==> src/rtl/savestate_ui_ctrl_if.sv <==
// Request/acknowledge channel between the savestate UI controller and the savestate engine.
interface savestate_ui_ctrl_if #(
    parameter int unsigned SLOT_BITS = 2
);
    logic                 ss_req_save;
    logic                 ss_req_load;
    logic [SLOT_BITS-1:0] ss_req_slot;
    logic                 ss_busy;
    logic                 ss_ack;

    modport master (
        output ss_req_save, ss_req_load, ss_req_slot, ss_busy,
        input  ss_ack
    );

    modport slave (
        input  ss_req_save, ss_req_load, ss_req_slot, ss_busy,
        output ss_ack
    );
endinterface

==> src/rtl/savestate_ui_ctrl.sv <==
// Savestate UI: slot selection, save/load request handshake with busy guard and ack timeout, info text.
// Optional save confirmation (ARM state) is enabled by defining SS_SAVE_CONFIRM_EN.
module savestate_ui_ctrl #(
    parameter int unsigned SLOT_COUNT        = 4,
    parameter int unsigned SLOT_BITS         = 2,
    parameter int unsigned INFO_TIMEOUT_BITS = 25,
    parameter int unsigned ACK_TIMEOUT_BITS  = 24,
    parameter int unsigned SLOT_WRAP         = 0
) (
    input  logic                 clk,
    input  logic                 reset_n,
    input  logic [10:0]          ps2_key,
    input  logic                 allow_ss,
    input  logic                 joySS,
    input  logic                 joyRight,
    input  logic                 joyLeft,
    input  logic                 joyUp,
    input  logic                 joyDown,
    input  logic                 joyStart,
    input  logic [SLOT_BITS-1:0] status_slot,
    input  logic [1:0]           OSD_saveload,
    savestate_ui_ctrl_if.master  ss,
    output logic                 info_req,
    output logic [7:0]           info,
    output logic                 statusUpdate,
    output logic [SLOT_BITS-1:0] selected_slot
);
    localparam logic [SLOT_BITS-1:0] SLOT_MAX = SLOT_BITS'(SLOT_COUNT - 1);
    localparam int unsigned          AMSB     = ACK_TIMEOUT_BITS - 1;
    localparam int unsigned          HMSB     = INFO_TIMEOUT_BITS - 1;

    typedef enum logic [1:0] {
        ST_IDLE = 2'd0,
        ST_PEND = 2'd1
`ifdef SS_SAVE_CONFIRM_EN
        , ST_ARM = 2'd2
`endif
    } state_t;

    state_t                  r_state, w_state_nxt;
    logic [SLOT_BITS-1:0]    r_slot, w_slot_nxt, r_status_prev, r_req_slot, w_req_slot_nxt;
    logic [SLOT_BITS-1:0]    w_status_clamp, w_fkey_slot;
    logic                    r_alt, r_key_prev;
    logic [3:0]              r_joy_prev;
    logic [1:0]              r_osd_prev;
    logic [AMSB:0]           r_ack_cnt, w_ack_cnt_nxt, w_ack_inc;
    logic [HMSB:0]           r_help_cnt, w_help_cnt_nxt, w_help_inc;
    logic                    r_req_save, r_req_load, r_busy, r_info_req, r_status_upd;
    logic                    w_req_save_nxt, w_req_load_nxt, w_busy_nxt, w_info_req_nxt, w_start;
    logic [7:0]              r_info, w_info_nxt;
    logic [1:0]              w_fkey_idx;
    logic                    w_fkey_vld, w_key_evt, w_kb_sel;
    logic                    w_right_edge, w_left_edge, w_down_edge, w_up_edge;
    logic                    w_save, w_load, w_action, w_slot_chg, w_any_evt, w_ack_tmo, w_help_fire;
    logic                    w_unused_key;
`ifdef SS_SAVE_CONFIRM_EN
    logic [HMSB:0]           r_arm_cnt, w_arm_cnt_nxt;
    logic                    w_arm_expire;
    assign w_arm_expire = &r_arm_cnt;
`endif

    assign w_unused_key = ps2_key[8];
    assign w_right_edge = joyRight & ~r_joy_prev[0];
    assign w_left_edge  = joyLeft  & ~r_joy_prev[1];
    assign w_down_edge  = joyDown  & ~r_joy_prev[2];
    assign w_up_edge    = joyUp    & ~r_joy_prev[3];
    assign w_key_evt    = ps2_key[10] & ~r_key_prev;

    // F1..F4 scancodes map to slots 0..3; slots beyond SLOT_COUNT are ignored
    always_comb begin
        w_fkey_vld = 1'b1;
        w_fkey_idx = 2'd0;
        case (ps2_key[7:0])
            8'h05:   w_fkey_idx = 2'd0;
            8'h06:   w_fkey_idx = 2'd1;
            8'h04:   w_fkey_idx = 2'd2;
            8'h0C:   w_fkey_idx = 2'd3;
            default: w_fkey_vld = 1'b0;
        endcase
    end

    assign w_fkey_slot    = SLOT_BITS'(w_fkey_idx);
    assign w_kb_sel       = allow_ss & w_key_evt & ps2_key[9] & w_fkey_vld & (32'(w_fkey_idx) < SLOT_COUNT);
    assign w_status_clamp = (32'(status_slot) >= SLOT_COUNT) ? SLOT_MAX : status_slot;

    // Slot update: OSD, then keyboard, then gamepad; the last writer wins
    always_comb begin
        w_slot_nxt = r_slot;
        if (allow_ss) begin
            if (status_slot != r_status_prev) w_slot_nxt = w_status_clamp;
            if (w_kb_sel)                     w_slot_nxt = w_fkey_slot;
            if (joySS && w_right_edge)
                w_slot_nxt = (r_slot == SLOT_MAX) ? ((SLOT_WRAP != 0) ? '0 : SLOT_MAX)
                                                  : r_slot + SLOT_BITS'(1);
            else if (joySS && w_left_edge)
                w_slot_nxt = (r_slot == '0) ? ((SLOT_WRAP != 0) ? SLOT_MAX : '0)
                                            : r_slot - SLOT_BITS'(1);
        end
    end

    assign w_slot_chg  = (w_slot_nxt != r_slot);
    assign w_save      = allow_ss & ((w_kb_sel & r_alt) | (joySS & joyStart & w_down_edge)
                                     | (OSD_saveload[0] & ~r_osd_prev[0]));
    assign w_load      = allow_ss & ~w_save & ((w_kb_sel & ~r_alt) | (joySS & joyStart & w_up_edge)
                                               | (OSD_saveload[1] & ~r_osd_prev[1]));
    assign w_action    = w_save | w_load;
    assign w_any_evt   = w_slot_chg | w_action;
    assign w_ack_inc   = r_ack_cnt + ACK_TIMEOUT_BITS'(1);
    assign w_ack_tmo   = w_ack_inc[AMSB];
    assign w_help_inc  = r_help_cnt + INFO_TIMEOUT_BITS'(1);
    assign w_help_fire = allow_ss & joySS & ~w_any_evt & w_help_inc[HMSB];

    always_ff @(posedge clk) begin
        if (!reset_n) r_state <= ST_IDLE;
        else          r_state <= w_state_nxt;
    end

    always_comb begin
        w_state_nxt = r_state;
        case (r_state)
            ST_IDLE: begin
`ifdef SS_SAVE_CONFIRM_EN
                if (w_save)      w_state_nxt = ST_ARM;
                else if (w_load) w_state_nxt = ST_PEND;
`else
                if (w_action)    w_state_nxt = ST_PEND;
`endif
            end
            ST_PEND: if (ss.ss_ack || w_ack_tmo) w_state_nxt = ST_IDLE;
`ifdef SS_SAVE_CONFIRM_EN
            ST_ARM: begin
                if (w_slot_chg || w_load) w_state_nxt = ST_IDLE;
                else if (w_save)          w_state_nxt = ST_PEND;
                else if (w_arm_expire)    w_state_nxt = ST_IDLE;
            end
`endif
            default: w_state_nxt = ST_IDLE;
        endcase
    end

    // Info is written lowest priority first: help < slot change < action < busy/timeout
    always_comb begin
        w_req_save_nxt = r_req_save;
        w_req_load_nxt = r_req_load;
        w_req_slot_nxt = r_req_slot;
        w_busy_nxt     = r_busy;
        w_ack_cnt_nxt  = '0;
        w_help_cnt_nxt = '0;
        w_info_req_nxt = 1'b0;
        w_info_nxt     = r_info;
        w_start        = 1'b0;
`ifdef SS_SAVE_CONFIRM_EN
        w_arm_cnt_nxt  = '0;
`endif
        if (allow_ss && joySS && !w_any_evt && !w_help_fire) w_help_cnt_nxt = w_help_inc;
        if (w_help_fire) begin
            w_info_req_nxt = 1'b1;
            w_info_nxt     = 8'h01;
        end
        if (w_slot_chg) begin
            w_info_req_nxt = 1'b1;
            w_info_nxt     = 8'h02 + 8'(w_slot_nxt);
        end
        case (r_state)
            ST_IDLE: begin
`ifdef SS_SAVE_CONFIRM_EN
                if (w_save) begin
                    w_info_req_nxt = 1'b1;
                    w_info_nxt     = 8'h20 + 8'(w_slot_nxt);
                end else if (w_load) begin
                    w_start = 1'b1;
                end
`else
                w_start = w_action;
`endif
            end
            ST_PEND: begin
                if (w_action) begin
                    w_info_req_nxt = 1'b1;
                    w_info_nxt     = 8'h7F;
                end
                if (ss.ss_ack || w_ack_tmo) begin
                    w_req_save_nxt = 1'b0;
                    w_req_load_nxt = 1'b0;
                    w_busy_nxt     = 1'b0;
                    if (!ss.ss_ack) begin
                        w_info_req_nxt = 1'b1;
                        w_info_nxt     = 8'h7E;
                    end
                end else begin
                    w_ack_cnt_nxt = w_ack_inc;
                end
            end
`ifdef SS_SAVE_CONFIRM_EN
            ST_ARM: begin
                if (!w_slot_chg && !w_load) begin
                    if (w_save) w_start = 1'b1;
                    else        w_arm_cnt_nxt = r_arm_cnt + INFO_TIMEOUT_BITS'(1);
                end
            end
`endif
            default: ;
        endcase
        if (w_start) begin
            w_req_save_nxt = w_save;
            w_req_load_nxt = w_load;
            w_req_slot_nxt = w_slot_nxt;
            w_busy_nxt     = 1'b1;
            w_info_req_nxt = 1'b1;
            w_info_nxt     = 8'h40 + 8'({w_slot_nxt, w_load});
        end
    end

    always_ff @(posedge clk) begin
        if (!reset_n) begin
            r_slot        <= '0;
            r_status_prev <= '0;
            r_joy_prev    <= '0;
            r_key_prev    <= 1'b0;
            r_osd_prev    <= '0;
            r_alt         <= 1'b0;
            r_ack_cnt     <= '0;
            r_help_cnt    <= '0;
            r_req_save    <= 1'b0;
            r_req_load    <= 1'b0;
            r_req_slot    <= '0;
            r_busy        <= 1'b0;
            r_info_req    <= 1'b0;
            r_info        <= '0;
            r_status_upd  <= 1'b0;
`ifdef SS_SAVE_CONFIRM_EN
            r_arm_cnt     <= '0;
`endif
        end else begin
            r_slot        <= w_slot_nxt;
            r_status_prev <= status_slot;
            r_joy_prev    <= {joyUp, joyDown, joyLeft, joyRight};
            r_key_prev    <= ps2_key[10];
            r_osd_prev    <= OSD_saveload;
            if (w_key_evt && ps2_key[7:0] == 8'h11) r_alt <= ps2_key[9];
            r_ack_cnt     <= w_ack_cnt_nxt;
            r_help_cnt    <= w_help_cnt_nxt;
            r_req_save    <= w_req_save_nxt;
            r_req_load    <= w_req_load_nxt;
            r_req_slot    <= w_req_slot_nxt;
            r_busy        <= w_busy_nxt;
            r_info_req    <= w_info_req_nxt;
            r_info        <= w_info_nxt;
            r_status_upd  <= w_slot_chg;
`ifdef SS_SAVE_CONFIRM_EN
            r_arm_cnt     <= w_arm_cnt_nxt;
`endif
        end
    end

    assign ss.ss_req_save = r_req_save;
    assign ss.ss_req_load = r_req_load;
    assign ss.ss_req_slot = r_req_slot;
    assign ss.ss_busy     = r_busy;
    assign info_req       = r_info_req;
    assign info           = r_info;
    assign statusUpdate   = r_status_upd;
    assign selected_slot  = r_slot;
endmodule
==> src/flat_wrapper.sv <==
// flat-port wrapper written by rule: the top's interface ports become plain ports
module savestate_ui_ctrl_flat 
#(
    parameter int unsigned SLOT_COUNT        = 4,
    parameter int unsigned SLOT_BITS         = 2,
    parameter int unsigned INFO_TIMEOUT_BITS = 25,
    parameter int unsigned ACK_TIMEOUT_BITS  = 24,
    parameter int unsigned SLOT_WRAP         = 0
)
  (clk, reset_n, ps2_key, allow_ss, joySS, joyRight, joyLeft, joyUp, joyDown, joyStart, status_slot, OSD_saveload, info_req, info, statusUpdate, selected_slot, ss_ss_req_save, ss_ss_req_load, ss_ss_req_slot, ss_ss_busy, ss_ss_ack);
  savestate_ui_ctrl_if #(.SLOT_BITS(SLOT_BITS)) ss_i ();
  input  logic clk;
  input  logic reset_n;
  input  logic [10:0] ps2_key;
  input  logic allow_ss;
  input  logic joySS;
  input  logic joyRight;
  input  logic joyLeft;
  input  logic joyUp;
  input  logic joyDown;
  input  logic joyStart;
  input  logic [SLOT_BITS-1:0] status_slot;
  input  logic [1:0] OSD_saveload;
  output logic info_req;
  output logic [7:0] info;
  output logic statusUpdate;
  output logic [SLOT_BITS-1:0] selected_slot;
  output wire logic [$bits(ss_i.ss_req_save)-1:0] ss_ss_req_save;
  output wire logic [$bits(ss_i.ss_req_load)-1:0] ss_ss_req_load;
  output wire logic [$bits(ss_i.ss_req_slot)-1:0] ss_ss_req_slot;
  output wire logic [$bits(ss_i.ss_busy)-1:0] ss_ss_busy;
  input wire logic [$bits(ss_i.ss_ack)-1:0] ss_ss_ack;
  assign ss_ss_req_save = ss_i.ss_req_save;
  assign ss_ss_req_load = ss_i.ss_req_load;
  assign ss_ss_req_slot = ss_i.ss_req_slot;
  assign ss_ss_busy = ss_i.ss_busy;
  assign ss_i.ss_ack = ss_ss_ack;
  savestate_ui_ctrl #(.SLOT_COUNT(SLOT_COUNT), .SLOT_BITS(SLOT_BITS), .INFO_TIMEOUT_BITS(INFO_TIMEOUT_BITS), .ACK_TIMEOUT_BITS(ACK_TIMEOUT_BITS), .SLOT_WRAP(SLOT_WRAP)) u_core (.clk(clk), .reset_n(reset_n), .ps2_key(ps2_key), .allow_ss(allow_ss), .joySS(joySS), .joyRight(joyRight), .joyLeft(joyLeft), .joyUp(joyUp), .joyDown(joyDown), .joyStart(joyStart), .status_slot(status_slot), .OSD_saveload(OSD_saveload), .ss(ss_i), .info_req(info_req), .info(info), .statusUpdate(statusUpdate), .selected_slot(selected_slot));
endmodule
==> config.mk <==
export PLATFORM = sky130hd
export DESIGN_NAME = savestate_ui_ctrl_flat
export DESIGN_NICKNAME = d
export VERILOG_FILES = /design/src/rtl/savestate_ui_ctrl_if.sv /design/src/rtl/savestate_ui_ctrl.sv /design/src/flat_wrapper.sv
export SDC_FILE = /design/constraint.sdc
export NUM_CORES = 1
export LEC_CHECK = 0
export CORE_AREA = 2 2 85 87
export CTS_CLUSTER_DIAMETER = 30
export DETAILED_ROUTE_END_ITERATION = 7
export DIE_AREA = 0 0 87 89
export GPL_TIMING_DRIVEN = 0
export PLACE_DENSITY = 0.84
export SLEW_MARGIN = 10
export SYNTH_ARGS = -nofsm -noshare
export SYNTH_HDL_FRONTEND = slang
export SYNTH_SLANG_ARGS = --single-unit
export TNS_END_PERCENT = 20
==> constraint.sdc <==
create_clock -name clk -period 6.3 [get_ports clk]
set_input_delay 0.63 -clock clk [delete_from_list [all_inputs] [get_ports clk]]
set_output_delay 0.63 -clock clk [all_outputs]
set_load 0.02 [all_outputs]
==> run metrics, run 1 <==
Root Buffer=clkbuf_8; Mapped Area=around 3500 um^2; ys async rst share=0%; complex-gate fraction of the synthesized area=between 8 and 9%; outcome=finished, final reports clean; sink of the worst hold path=u_core.r_ack_cnt[0]$_SDFF_PP0_; critical path required time=roughly 6500 ps; Final Setup Violations=0; Slew Limit Fails=0; Worst-Skew Late Latency=roughly 350 ps; CP arrival=3360 ps; max_cap viols=0; antenna violations before repair=0; Multi-input gate area=1838 um^2; grt ovf=0; Routed WL per cell=approximately 14 um; Ports=42; Die Wd=around 87 um; share of post-route cells with drive strength above 1=7.033%; RSZ-0062 raised after global routing=false; CTS tree=built; Setup crit start kind=input port; Pleak=about 1.4 nW; Crit. End Element=register; hold path startpoint=u_core.r_ack_cnt[0]$_SDFF_PP0_; Crit Path Category=in2reg; Main synth FF type=dfxtp_1; Worst-path clk slew=around 70 ps; Hold Vio Cnt, Final=0; largest net degree at the start of global routing=14; Final TNS setup=0 ps; CP max stage cell=clkdlybuf4s50_1; row cnt=30; Die ar.=roughly 7700 um^2; Min-Delay Path Class=reg2reg; worst-margin pin slew=~650 ps; P per Cell Area=239.7 nW/um^2; Post-synth EDFFs=0; Ant. Diodes=0; vias per cell=between 5 and 6; Cell Count, Final, Fillers Out=about 540; Core ar.=between 6000 and 7000 um^2; DP Cell Count=519; R2R Setup Slk=3620 ps; PortBufs=40; r2r worst-path depth=7; max_slew headroom=between 50 and 60%; largest fanout on the critical path=6; placed wire-length estimate=~5.4 mm; Die Y=approximately 89 um; Setup Skew=between 10 and 15 ps; post_cts resized=0; xor/xnor share of the synthesized area=between 10% and 20%; post-route ant nets=0; CP max stage delay=between 400 and 500 ps; mux contribution to synthesized area=under 10%; yosys warns=0; vias post-DR=2,957; adder-cell share of the synthesized area=under 10%; drt initial violations=approximately 130; r2r endpoint=u_core.info[2]$_SDFF_PN0_; Tcrit/Tclk final=49.59%; Initial Util=51.64%; CTS Sinks=77; Register Area=roughly 1500 um^2; first-pass GRT wire length=12.34 mm; clk buf depth=2; vias in the first global route=between 2,000 and 3,000; GRT Util Overall=20.05%; FMAX=around 0.32 GHz; Tmin final=about 3100 ps; fin nets=around 480; Cell Chain, Critical Path=clkdlybuf4s50_1 > or3b_4 > or3_4 > or3_1 > a2111o_1 > o211ai_1 > nor3_2 > a311o_1; Simple-Gate Fraction of Synth Area=just under 30%; Cell variety after synth=55; Area Growth Syn to Fin=20.34%; largest family of logic cells by synthesized area=simple AND/OR/NAND/NOR gates; Fill cells=around 540; Peak VDD IR=202.1 uV; Mapped Cells=398; worst r2r src=u_core.r_key_prev$_SDFF_PN0_; hold depth=1; CTS H-tree depth=3; DRT Wirelength=between 7 and 8 mm; Syn Area/Cell=8.718 um^2; Seq cells post-synth=between 70 and 80; Seq/Total Area, Yosys=around 44%; cts bufs inserted=9; CTS Hold Bufs=0; GP Congestion=approximately 0.8; DRC viols=0; iteration count of the initial detailed-routing pass=4; setup repair bufs after CTS=0
[cell usage after synthesis (all sizes together) (2+ instances only)]
cell	number	area [um^2]
xor2	28	245.2
dfxtp	77	1541
o21ai	12	60.06
nand2b	3	18.77
and2	17	107.6
or2	3	18.77
clkbuf	7	26.28
a2111o	2	22.52
nand3	16	80.08
buf	2	15.01
or4	2	15.01
inv	14	52.55
o21a	2	15.01
and3	3	18.77
a31o	3	26.28
or3	4	30.03
mux2i	3	30.03
o211ai	3	27.52
nor2b	9	56.30
o32ai	3	26.28
nand4	15	93.84
nor2	68	255.2
and4	5	43.79
nand2	33	123.9
a21oi	6	30.03
nand4b	4	35.03
nor4	2	12.51
ha	2	25.02
xnor2	20	175.2
nor3	9	50.05
[worst max path at each step]
| stage | endpoint | startpoint | cells past startpoint |
|---|---|---|---|
| 5_1_grt | u_core.r_help_cnt[3]$_SDFF_PN0_ | ps2_key[10] | 9 |
| 6_report | u_core.info[2]$_SDFF_PN0_ | ps2_key[10] | 8 |
| 4_1_cts | u_core.r_help_cnt[12]$_SDFF_PN0_ | ps2_key[10] | 9 |
| 3_3_place_gp | u_core.info[2]$_SDFF_PN0_ | ps2_key[10] | 8 |
| 2_1_floorplan | u_core.info[2]$_SDFF_PN0_ | ps2_key[5] | 7 |
| 3_5_place_dp | u_core.r_help_cnt[12]$_SDFF_PN0_ | ps2_key[10] | 9 |
[area by class of cell]
class                           count  share of cell area, %
Inverter                           14                  1.259
Sequential cell                    77                  36.92
Buffer                              9                 0.9889
Clock inverter                      5                  1.438
Timing Repair Buffer               40                  9.589
Clock buffer                       11                  3.386
Multi-Input combinational cell    299                  44.02
Tap cell                           80                  2.397
[metrics by stage]
step | power (mW) | area, um^2 | util, % | hold slack (ps) | setup WS (ps)
2_1_floorplan | 0.5856 | 3473 | - | 412.7 | 3475
3_3_place_gp | 0.6359 | 3974 | 59.14 | 420.8 | 2864
3_5_place_dp | 0.6387 | 3974 | 59.14 | 432.7 | 2845
4_1_cts | 1.009 | 4175 | 62.14 | 450.4 | 3206
5_1_grt | 1.044 | 4175 | 62.14 | 481.5 | 3069
6_report | 1.001 | 4175 | 62.14 | 451.5 | 3176
[logic make-up after synthesis]
| group | count (synthesis) |
|---|---|
| buf+inv | 23 |
| mux | 4 |
| xor+xnor | 48 |
| simple gates | 200 |
| compound gates | 42 |
| other cells | 1 |
| flops | 77 |
| fa+ha+maj | 3 |
[sequential cells by signal (all words and copies together) (netlist names), 2 cells and up]
name                   cells
u_core.r_osd_prev          2
u_core.info                8
u_core.ss.ss_req_slot      2
u_core.r_help_cnt         25
u_core.r_ack_cnt          24
u_core.r_status_prev       2
u_core.selected_slot       2
u_core.r_joy_prev          4
[power breakdown]
| part | internal [mW] | switching [mW] | total [mW] |
|---|---|---|---|
| Sequential | 0.501 | 0.00909 | 0.510 |
| Clock | 0.195 | 0.178 | 0.373 |
| Combinational | 0.0569 | 0.0613 | 0.118 |
| Total | 0.753 | 0.248 | 1.00 |
[cells in the final DEF, fill, tap and decap left out, types with 10 or more instances in the layout]
cell type and instances:
dfxtp_1 77, nor2_1 68, clkdlybuf4s50_1 40, nand2_1 33, xor2_1 28, xnor2_1 20, nand3_1 16, and2_1 16
nand4_1 15, inv_1 14, o21ai_0 12, clkbuf_8 10
[worst max-delay path: cells and delay by family]
kind / cells / cell delay (ps)
AOI/OAI and AO/OA: 3 / 1000
and+or+nand+nor: 4 / 1260
buffers and inverters: 1 / 460
[layer usage]
layer  routed length, um  vias up  share of wire, %  GRT usage (%)
li1                    -     1471                 -              -
met2                3553       65                49          35.32
met5                   0        -                 0              0
met3                 368        5               5.1          4.986
met4                  54        0              0.74          6.534
met1                3282     1416                45          24.00
Note: power is estimated with default switching activity, not from simulation.
==> run 2, diff against run 1 <==
==> constraint.sdc (replaced) <==
create_clock -name clk -period 3.1 [get_ports clk]
set_input_delay 0.31 -clock clk [delete_from_list [all_inputs] [get_ports clk]]
set_output_delay 0.31 -clock clk [all_outputs]
set_load 0.02 [all_outputs]
==> results of run 2 <==
Same layout as run 1 (identical final DEF). Status: finished, final reports clean.
Main changes from that run: setup slack after placement 2845 ps -> -35.26 ps; setup slack after layout 3176 ps -> 295.7 ps; register-to-register setup slack 3620 ps -> 420 ps; total power 1.001 mW -> 2.034 mW; worst IR drop on VDD 202.1 uV -> 410.7 uV
==> run 3, diff against run 2 <==
--- a/config.mk
+++ b/config.mk
@@ -10,7 +10,9 @@
 export DETAILED_ROUTE_END_ITERATION = 7
 export DIE_AREA = 0 0 87 89
 export GPL_TIMING_DRIVEN = 0
-export PLACE_DENSITY = 0.84
+export MAX_ROUTING_LAYER = met4
+export PLACE_DENSITY = 0.77
+export SKIP_LAST_GASP = 1
 export SLEW_MARGIN = 10
 export SYNTH_ARGS = -nofsm -noshare
 export SYNTH_HDL_FRONTEND = slang
==> run metrics, run 3 (same netlist as run 1, synthesis figures left out) <==
largest fanout on the critical path=6; Biggest register=u_core.r_help_cnt; Initial Util=slightly above 50%; Crit. End Element=register; Buf/Inv on CP=1; RSZ-0062 raised after global routing=false; DRC viols=0; outcome=finished, final reports clean; Slew Limit Fails=0; worst-margin pin slew=about 670 ps; CTS tree=built; Min-Delay Path Class=reg2reg; Hold Vio Cnt, Final=0; Area Growth Syn to Fin=19.73%; CTS Hold Bufs=0; Peak VDD IR=around 290 uV; GP Congestion=around 0.86; max FFs per register=25; post_cts resized=0; Die Y=slightly below 90 um; share of post-route cells with drive strength above 1=under 10%; Hold WS=between 400 and 500 ps; CP max stage cell=clkdlybuf4s50_1; Setup Skew=around 7.0 ps; Ports=42; r2r worst-path depth=7; fin util=61.82%; vias in the first global route=between 2,000 and 3,000; Cell Count, Final, Fillers Out=about 530; CTS Sinks=77; critical path required time=about 3300 ps; fin nets=about 480; grt ovf=0; PortBufs=40; Fill cells=574; commonest non-fill, non-tap cell in the layout=dfxtp_1; cts bufs inserted=9; antenna violations before repair=0; vias post-DR=2,885; post-route ant nets=0; Worst-Skew Late Latency=between 300 and 400 ps; hold depth=1; CTS H-tree depth=3; Final WS setup=~280 ps; Setup crit start kind=input port; Routed WL per cell=between 10 and 15 um; row cnt=30; Tcrit/Tclk final=about nine tenths; GRT Util Overall=between 20 and 25%; clk buf depth=2; DRT Wirelength=around 7.2 mm; Worst-path clk slew=~80 ps; highest-count cells in the layout ignoring fill and taps=77 x dfxtp_1, 68 x nor2_1, 40 x clkdlybuf4s50_1, 33 x nand2_1, 28 x xor2_1; max_cap viols=0; vias per cell=around 5.4; first-pass GRT wire length=approximately 12 mm; post-place setup slack=-31.19 ps; Root Buffer=clkbuf_8; max_slew headroom=a little over half; placed wire-length estimate=about 5.3 mm; iteration count of the initial detailed-routing pass=4; drt initial violations=131; Cell Chain, Critical Path=clkdlybuf4s50_1 > or3b_4 > or3_4 > or3_1 > a2111o_1 > o211ai_1 > nor3_2 > a311o_1; Die Wd=between 80 and 90 um; Ant. Diodes=0; DP Cell Count=about 520; Pleak=between 1 and 1.5 nW; Tmin final=about 2800 ps; Critical Path Stages=8; setup repair bufs after CTS=0; CP max stage delay=between 400 and 500 ps; Final Setup Violations=0; CP arrival=~3000 ps; FMAX=approximately 0.35 GHz; P per Cell Area=482.7 nW/um^2; Crit Path Category=in2reg; Core ar.=approximately 6700 um^2; Die ar.=a little under 8000 um^2; delay-heaviest family, CP=simple AND/OR/NAND/NOR gates; largest net degree at the start of global routing=12
[run 3: cell types whose count changed in the layout (fill, tap and decap cells not counted), sizes merged]
cell      previous run  this run
clkinv               3         1
clkbuf              18        19
clkinvlp             1         0
[run 3: final cells by class]
class	count	area, um^2	area share, %
Clock inverter	2	35.03	0.8434
Inverter	14	52.55	1.265
Tap cell	80	100.1	2.410
Timing Repair Buffer	40	400.4	9.639
Multi-Input combinational cell	299	1838	44.25
Clock buffer	12	145.1	3.494
Sequential cell	77	1541	37.11
Buffer	9	41.29	0.9940
[run 3: routing by layer]
layer	vias up	global-route usage, %	share of wire [%]
met5	-	-	0
met1	1350	25.10	48
li1	1466	-	-
met4	0	9.801	2.2
met2	54	32.89	46
met3	15	3.601	3.4
[run 3: path summary, 6_finish.rpt]
| path | startpoint | to | slack, ps |
|---|---|---|---|
| max | ps2_key[10] | u_core.info[2]$_SDFF_PN0_ | 280 |
| min | u_core.r_help_cnt[0]$_SDFF_PN0_ | u_core.r_help_cnt[0]$_SDFF_PN0_ | 450 |
| max reg2reg | u_core.r_key_prev$_SDFF_PN0_ | u_core.info[2]$_SDFF_PN0_ | 400 |
| min reg2reg | u_core.r_help_cnt[0]$_SDFF_PN0_ | u_core.r_help_cnt[0]$_SDFF_PN0_ | 450 |
[run 3: worst register-to-register path: stages (launching register included)]
cell      delay [ps]
dfxtp_1          300
or3b_4           400
or3_4            360
or3_1            360
a2111o_1         450
o211ai_1         220
nor3_2           150
a311o_1          360
[run 3: power by group]
part,internal (mW),total [mW],switching [mW]
registers,1.02,1.04,0.0176
clock network,0.385,0.728,0.343
logic,0.116,0.242,0.126
[run 3: through the flow]
stage / setup TNS, ps / area, um^2 / power (mW)
global route: 0 / 4154 / 2.080
global placement: -113.0 / 3974 / 1.293
finish: 0 / 4154 / 2.005
CTS: 0 / 4154 / 2.014
floorplan: 0 / 3473 / 1.190
detailed placement: -331.3 / 3974 / 1.297
